==> src/rtl/hsv_pkg.sv <==
// hsv_pkg: shared state encoding, widths and the packed RGB triple for the HSV colour sequencer.
package hsv_pkg;
  typedef enum logic [2:0] {IDLE, LOAD, DIV, CHROMA, XCALC, MIX} hsv_state_t;
  localparam int SECTOR_DEG = 60;
  localparam int HUE_W = 9;
  localparam int DUTY_W = 8;
  typedef struct packed {
    logic [DUTY_W-1:0] r;
    logic [DUTY_W-1:0] g;
    logic [DUTY_W-1:0] b;
  } rgb_t;
endpackage

==> src/rtl/hsv_to_rgb_core.sv <==
// hsv_to_rgb_core: iterative HSV to RGB converter; sector found by repeated subtraction, one result per start.
module hsv_to_rgb_core import hsv_pkg::*; (
  input  logic              clk,
  input  logic              rst_n,
  input  logic              start,
  input  logic [HUE_W-1:0]  hue,
  input  logic [DUTY_W-1:0] sat,
  input  logic [DUTY_W-1:0] val,
  output logic              ready,
  output logic              done,
  output logic [DUTY_W-1:0] r,
  output logic [DUTY_W-1:0] g,
  output logic [DUTY_W-1:0] b
);
  hsv_state_t state, state_nx;
  logic [HUE_W-1:0] rem;
  logic [2:0] sector;
  logic [DUTY_W-1:0] s, v, c, m, ramp, x;
  logic [15:0] c_prod, x_prod;
  logic above;
  assign above = rem >= HUE_W'(SECTOR_DEG);
  assign c_prod = {8'd0, v} * ({8'd0, s} + 16'd1);
  // odd sectors ramp down, even sectors ramp up
  assign x_prod = {8'd0, c} * (sector[0] ? 16'd256 - {8'd0, ramp} : {8'd0, ramp} + 16'd1);
  always_comb begin
    state_nx = state;
    state_nx = (state == IDLE)   ? (start ? LOAD : IDLE) :
               (state == LOAD)   ? DIV :
               (state == DIV)    ? (above ? DIV : CHROMA) :
               (state == CHROMA) ? XCALC :
               (state == XCALC)  ? MIX : IDLE;
  end
  always_ff @(posedge clk or negedge rst_n) begin
    if (!rst_n) begin
      state  <= IDLE;
      rem    <= '0;
      sector <= '0;
      s      <= '0;
      v      <= '0;
      c      <= '0;
      m      <= '0;
      ramp   <= '0;
      x      <= '0;
    end else begin
      state <= state_nx;
      if (state == LOAD) begin
        rem    <= hue;
        sector <= '0;
        s      <= sat;
        v      <= val;
      end
      if (state == DIV && above) begin
        rem    <= rem - HUE_W'(SECTOR_DEG);
        sector <= sector + 3'd1;
      end
      if (state == CHROMA) begin
        c    <= 8'(c_prod >> 8);
        m    <= v - 8'(c_prod >> 8);
        ramp <= 8'(({7'd0, rem} * 16'd17) >> 2);
      end
      if (state == XCALC) x <= 8'(x_prod >> 8);
    end
  end
  assign ready = state == IDLE;
  assign done  = state == MIX;
  assign r = m + ((sector == 3'd0 || sector == 3'd5) ? c : (sector == 3'd1 || sector == 3'd4) ? x : 8'd0);
  assign g = m + ((sector == 3'd1 || sector == 3'd2) ? c : (sector == 3'd0 || sector == 3'd3) ? x : 8'd0);
  assign b = m + ((sector == 3'd3 || sector == 3'd4) ? c : (sector == 3'd2 || sector == 3'd5) ? x : 8'd0);
endmodule

==> src/rtl/hsv_color_sequencer.sv <==
// hsv_color_sequencer: hue sweep, HSV conversion and frame-aligned commit of RGB duties to the PWM stage.
module hsv_color_sequencer import hsv_pkg::*; #(
  parameter int CLK_FREQ  = 12000000,
  parameter int SWEEP_MS  = 1000,
  parameter int HUE_STEPS = 360,
  parameter int PWM_SYNC  = 1
) (
  input  logic              clk,
  input  logic              rst_n,
  input  logic              enable,
  input  logic [DUTY_W-1:0] sat,
  input  logic [DUTY_W-1:0] val,
  input  logic              frame_start,
  output logic [HUE_W-1:0]  hue,
  output logic [DUTY_W-1:0] duty_r,
  output logic [DUTY_W-1:0] duty_g,
  output logic [DUTY_W-1:0] duty_b,
  output logic              duty_valid
);
  localparam int TICK_DIV = int'(64'(CLK_FREQ) * 64'(SWEEP_MS) / 64'd1000 / 64'(HUE_STEPS));
  localparam int TW = $clog2(TICK_DIV);
  if (TICK_DIV < 16) begin : g_tick_chk
    $error("TICK_DIV must be at least 16");
  end
  logic [TW-1:0] tick;
  logic tick_end, step, start_pending, staged_valid, commit, ready, done;
  rgb_t core, staged;
  assign tick_end = tick == TW'(TICK_DIV - 1);
  assign step     = enable && tick_end;
  // a result staged in the same cycle as a frame boundary waits for the next frame
  assign commit   = (PWM_SYNC != 0) ? (frame_start && staged_valid) : done;
  hsv_to_rgb_core u_core (
    .clk   (clk),
    .rst_n (rst_n),
    .start (start_pending),
    .hue   (hue),
    .sat   (sat),
    .val   (val),
    .ready (ready),
    .done  (done),
    .r     (core.r),
    .g     (core.g),
    .b     (core.b)
  );
  always_ff @(posedge clk or negedge rst_n) begin
    if (!rst_n) begin
      tick          <= '0;
      hue           <= '0;
      start_pending <= 1'b1;
      staged        <= '0;
      staged_valid  <= 1'b0;
      duty_r        <= '0;
      duty_g        <= '0;
      duty_b        <= '0;
      duty_valid    <= 1'b0;
    end else begin
      if (enable) tick <= tick_end ? '0 : tick + TW'(1);
      if (step) hue <= (hue == HUE_W'(HUE_STEPS - 1)) ? '0 : hue + HUE_W'(1);
      start_pending <= step || (start_pending && !ready);
      if (done) staged <= core;
      staged_valid <= done || (staged_valid && !commit);
      duty_valid   <= commit;
      if (commit) {duty_r, duty_g, duty_b} <= (PWM_SYNC != 0) ? staged : core;
    end
  end
endmodule

==> config.mk <==
export PLATFORM = sky130hd
export DESIGN_NAME = hsv_color_sequencer
export DESIGN_NICKNAME = d
export VERILOG_FILES = /design/src/rtl/hsv_pkg.sv /design/src/rtl/hsv_to_rgb_core.sv /design/src/rtl/hsv_color_sequencer.sv
export SDC_FILE = /design/constraint.sdc
export NUM_CORES = 1
export LEC_CHECK = 0
export ABC_AREA = 0
export BUFFER_PORTS_ARGS = -buffer_cell sky130_fd_sc_hd__buf_2
export CAP_MARGIN = 20
export CORE_ASPECT_RATIO = 0.5
export CORE_MARGIN = 3
export CORE_UTILIZATION = 41
export CTS_BUF_LIST = sky130_fd_sc_hd__clkbuf_2 sky130_fd_sc_hd__clkbuf_4 sky130_fd_sc_hd__clkbuf_8
export DETAILED_ROUTE_END_ITERATION = 6
export GPL_TIMING_DRIVEN = 1
export SLEW_MARGIN = 5
export SYNTH_ARGS = -nofsm -noshare
export SYNTH_HDL_FRONTEND = slang
export SYNTH_HIERARCHICAL = 1
export SYNTH_SLANG_ARGS = --single-unit
==> constraint.sdc <==
create_clock -name clk -period 11.55 [get_ports clk]
set_input_delay 0.5775 -clock clk [delete_from_list [all_inputs] [get_ports clk]]
set_output_delay 0.5775 -clock clk [all_outputs]
set_load 0.1 [all_outputs]
==> flow_summary.rst <==
.. list-table::
   :header-rows: 1

   * - Metric
     - Value
   * - Result of the run
     - finished clean
   * - Clock buffers created by TritonCTS
     - 17
   * - Cts hold-fix bufs
     - 0
   * - Fillers
     - 2641
   * - Die outline width
     - 247.9 um
   * - Final min period
     - 7.040 ns
   * - Post-Route Setup TNS
     - 0 ns
   * - Final-report hold violation count
     - 0
   * - Crit Path Class
     - register to register
   * - Pwr per Cell Area
     - 196.8 nW/um^2
   * - Clk sinks
     - 139
   * - Maximum VDD drop
     - 105.1 uV
   * - Setup slack after placement
     - 4.546 ns
   * - Number of iterations in the first detailed-routing pass
     - 5
   * - Number of pins exceeding their max-slew limit in the final report
     - 0
   * - Commonest non-fill, non-tap cell in the layout
     - sky130_fd_sc_hd__nand2_1
   * - I/O pin count
     - 54
   * - Worst Tran Pin Value
     - 0.9969 ns
   * - Quantity of I/O buffers inserted on ports
     - 53
   * - Number of diodes added for antenna fixing
     - 0
   * - Level count of the clock H-tree
     - 4
   * - Flop and latch count out of synthesis
     - 139
   * - Async S/R FF share, synth
     - 1.000
   * - Tot GR Track Use
     - 0.1819
   * - Endpoint required time on the critical path
     - 11.91 ns
   * - Via total after detailed routing
     - 8886
   * - Worst path slowest cell
     - sky130_fd_sc_hd__fa_1
   * - Synth Cell Area
     - 12000 sq um
   * - Footprint of the multi-input gates
     - 7885 sq um
   * - Worst relative slew slack
     - 0.3338
   * - # nets final
     - 1488
   * - Max-cap violations
     - 0
   * - Antenna viol nets, final
     - 0
   * - Cell row count
     - 43
   * - Most common flop cell mapped by yosys
     - sky130_fd_sc_hd__dfrtp_1
   * - Worst path arrival time
     - 7.40 ns
   * - Synthesized Nets
     - 1451
   * - Worst Skew
     - 0.01492 ns
   * - GPL Wtd Cong
     - 0.9024
   * - Startpoint class of the critical path
     - register
   * - Clock tree from TritonCTS
     - built
   * - Number of antenna violations at the first check in global routing
     - 0
   * - Number of distinct library cell variants in the gate-level netlist after synthesis
     - 80
   * - Post-detailed-route wirelength per cell
     - 16.26 um
   * - Total Wirelength
     - 27100 um
   * - Worst-case clock buffer depth
     - 2
   * - Core outline area
     - 28250 sq um
   * - Share of the clock period used by the worst path
     - 0.6095
   * - Initial core utilization
     - 0.4248
   * - Avg Synthesized Cell Area
     - 9.716 sq um
   * - Kind of end point of the critical path
     - register
   * - # DRC
     - 0
   * - Via count of the first global-routing pass
     - 9142
   * - First-pass GRT wire length
     - 46300 um
   * - Final setup violation count
     - 0
   * - Root Buffer Master
     - sky130_fd_sc_hd__clkbuf_8
   * - Worst-case setup margin in the final layout
     - 4.510 ns
   * - Buf+Inv Stages, Crit Path
     - 2
   * - Maximum single-stage delay on the critical path
     - 0.57 ns
   * - Number of synthesized flops with an enable pin
     - 0
   * - Postcts setup bufs
     - 0
   * - Type of the tightest min-delay check
     - input port to asynchronous set/reset pin
   * - Number of DRC violations after detailed-routing iteration 0
     - 543
   * - Detail Placement HPWL
     - 20790 um
   * - Sum of overflow across all layers after global routing
     - 0
   * - Die Ht
     - 127.0 um
   * - Sum of internal, switching and leakage power
     - 0.002580 W
   * - Post-cts resize count
     - 0
   * - Largest net degree at the start of global routing
     - 93
   * - Top library cells by usage in the layout, fill and taps aside
     - sky130_fd_sc_hd__nand2_1, sky130_fd_sc_hd__dfrtp_1, sky130_fd_sc_hd__inv_1
   * - Worst path top cell family by delay
     - adder cells
   * - Layout cell share with drive strength beyond 1
     - 0.1354
   * - Flip-flop and latch area
     - 3480 sq um
   * - Share of synthesized area occupied by flip-flops and latches
     - 0.2900
   * - Setup repair after global routing missed its margin
     - false
   * - Area added between synthesis and finish
     - 9.249%
   * - Vias/cell
     - 5.331
   * - Final core utilization
     - 0.4641
   * - Count of mapped cells out of synthesis
     - 1235
   * - Fmax achieved
     - 0.1420 GHz
   * - CTS clk-pin slew, worst paths
     - 0.08 ns
   * - Post-Route Hold Slack
     - 0.2325 ns
   * - Die outline area
     - 31480 sq um
   * - Clk_lat worst skew
     - 0.45 ns
   * - Maximum fanout along the worst path
     - 11
   * - Reported leakage power
     - 6.447 nW
   * - Synth Warn #
     - 6
   * - Cell occurring most often along the worst timing path
     - sky130_fd_sc_hd__fa_1
## sequential cells by signal (all words and copies together) (netlist names), 9 cells and up
register	cells
u_core/rem	9
hue	9
staged	24
tick	16
## cells by family (layout without fill, tap and decap cells)
| kind of cell | Yosys count | after routing | share of synthesized area |
|---|---|---|---|
| flops | 139 | 139 | 0.2900 |
| compound gates | 198 | 198 | 0.1140 |
| xor+xnor | 79 | 79 | 0.05881 |
| fa+ha+maj | 196 | 196 | 0.2576 |
| simple gates | 394 | 394 | 0.1680 |
| mux | 62 | 62 | 0.05839 |
| buf+inv | 167 | 217 | 0.05328 |
## synth_stat cells (15+ instances only)
cell type,count,share of area
sky130_fd_sc_hd__a21oi_1,44,0.018
sky130_fd_sc_hd__a221oi_1,17,0.012
sky130_fd_sc_hd__a22o_1,15,0.011
sky130_fd_sc_hd__and2_1,52,0.027
sky130_fd_sc_hd__clkbuf_1,33,0.010
sky130_fd_sc_hd__dfrtp_1,138,0.29
sky130_fd_sc_hd__fa_1,85,0.14
sky130_fd_sc_hd__ha_1,111,0.12
sky130_fd_sc_hd__inv_1,125,0.039
sky130_fd_sc_hd__mux2_2,60,0.056
sky130_fd_sc_hd__nand2_1,147,0.046
sky130_fd_sc_hd__nand2b_1,20,0.010
sky130_fd_sc_hd__nor2_1,57,0.018
sky130_fd_sc_hd__nor2b_1,32,0.017
sky130_fd_sc_hd__nor3_1,18,0.0075
sky130_fd_sc_hd__o21ai_0,46,0.019
sky130_fd_sc_hd__xnor2_1,51,0.037
sky130_fd_sc_hd__xor2_1,27,0.020
## path summary, 6_finish.rpt
path / cells past startpoint / end / slack [ns] / startpoint
worst max register to register: 25 / u_core/m[7]$_DFFE_PN0N_ / 4.51 / u_core/s[0]$_DFFE_PN0P_
worst min-delay path: 1 / staged[22]$_DFFE_PN0P_ / 0.23 / rst_n
worst max-delay path: 25 / u_core/m[7]$_DFFE_PN0N_ / 4.51 / u_core/s[0]$_DFFE_PN0P_
max in group asynchronous: 2 / staged[11]$_DFFE_PN0P_ / 10.25 / rst_n
min in group clk: 3 / u_core/s[3]$_DFFE_PN0P_ / 0.33 / sat[3]
worst min register to register: 1 / staged_valid$_DFF_PN0_ / 0.48 / staged_valid$_DFF_PN0_
## area by class of cell
class | count | share of cell area
Multi-Input combinational cell | 929 | 0.6015
Sequential cell | 139 | 0.2654
Tap cell | 382 | 0.03646
Inverter | 126 | 0.03608
Timing Repair Buffer | 59 | 0.02472
Clock buffer | 21 | 0.02109
Clock inverter | 11 | 0.01470
## power breakdown
group / internal (W) / total, W / leakage (nW) / switching, W
combinational: 0.000504 / 0.00136 / 4.45 / 0.000854
sequential: 0.000603 / 0.000759 / 1.76 / 0.000157
clock: 0.000273 / 0.000462 / 0.233 / 0.000189
## per-layer routing
metal,global-route usage,part of all wire,up-vias
li1,-,-,4256
met1,0.2559,0.49,4422
met2,0.2880,0.45,167
met3,0.03591,0.045,41
met4,0.04728,0.018,0
met5,0,0,-
## stage by stage
step | area [sq um] | cells
floorplan | 12000 | 1235
global route | 13110 | 1667
detailed placement | 12620 | 1634
finish | 13110 | 1667
global placement | 12620 | 1634
CTS | 13090 | 1666
Note: power is estimated with default switching activity, not from simulation.
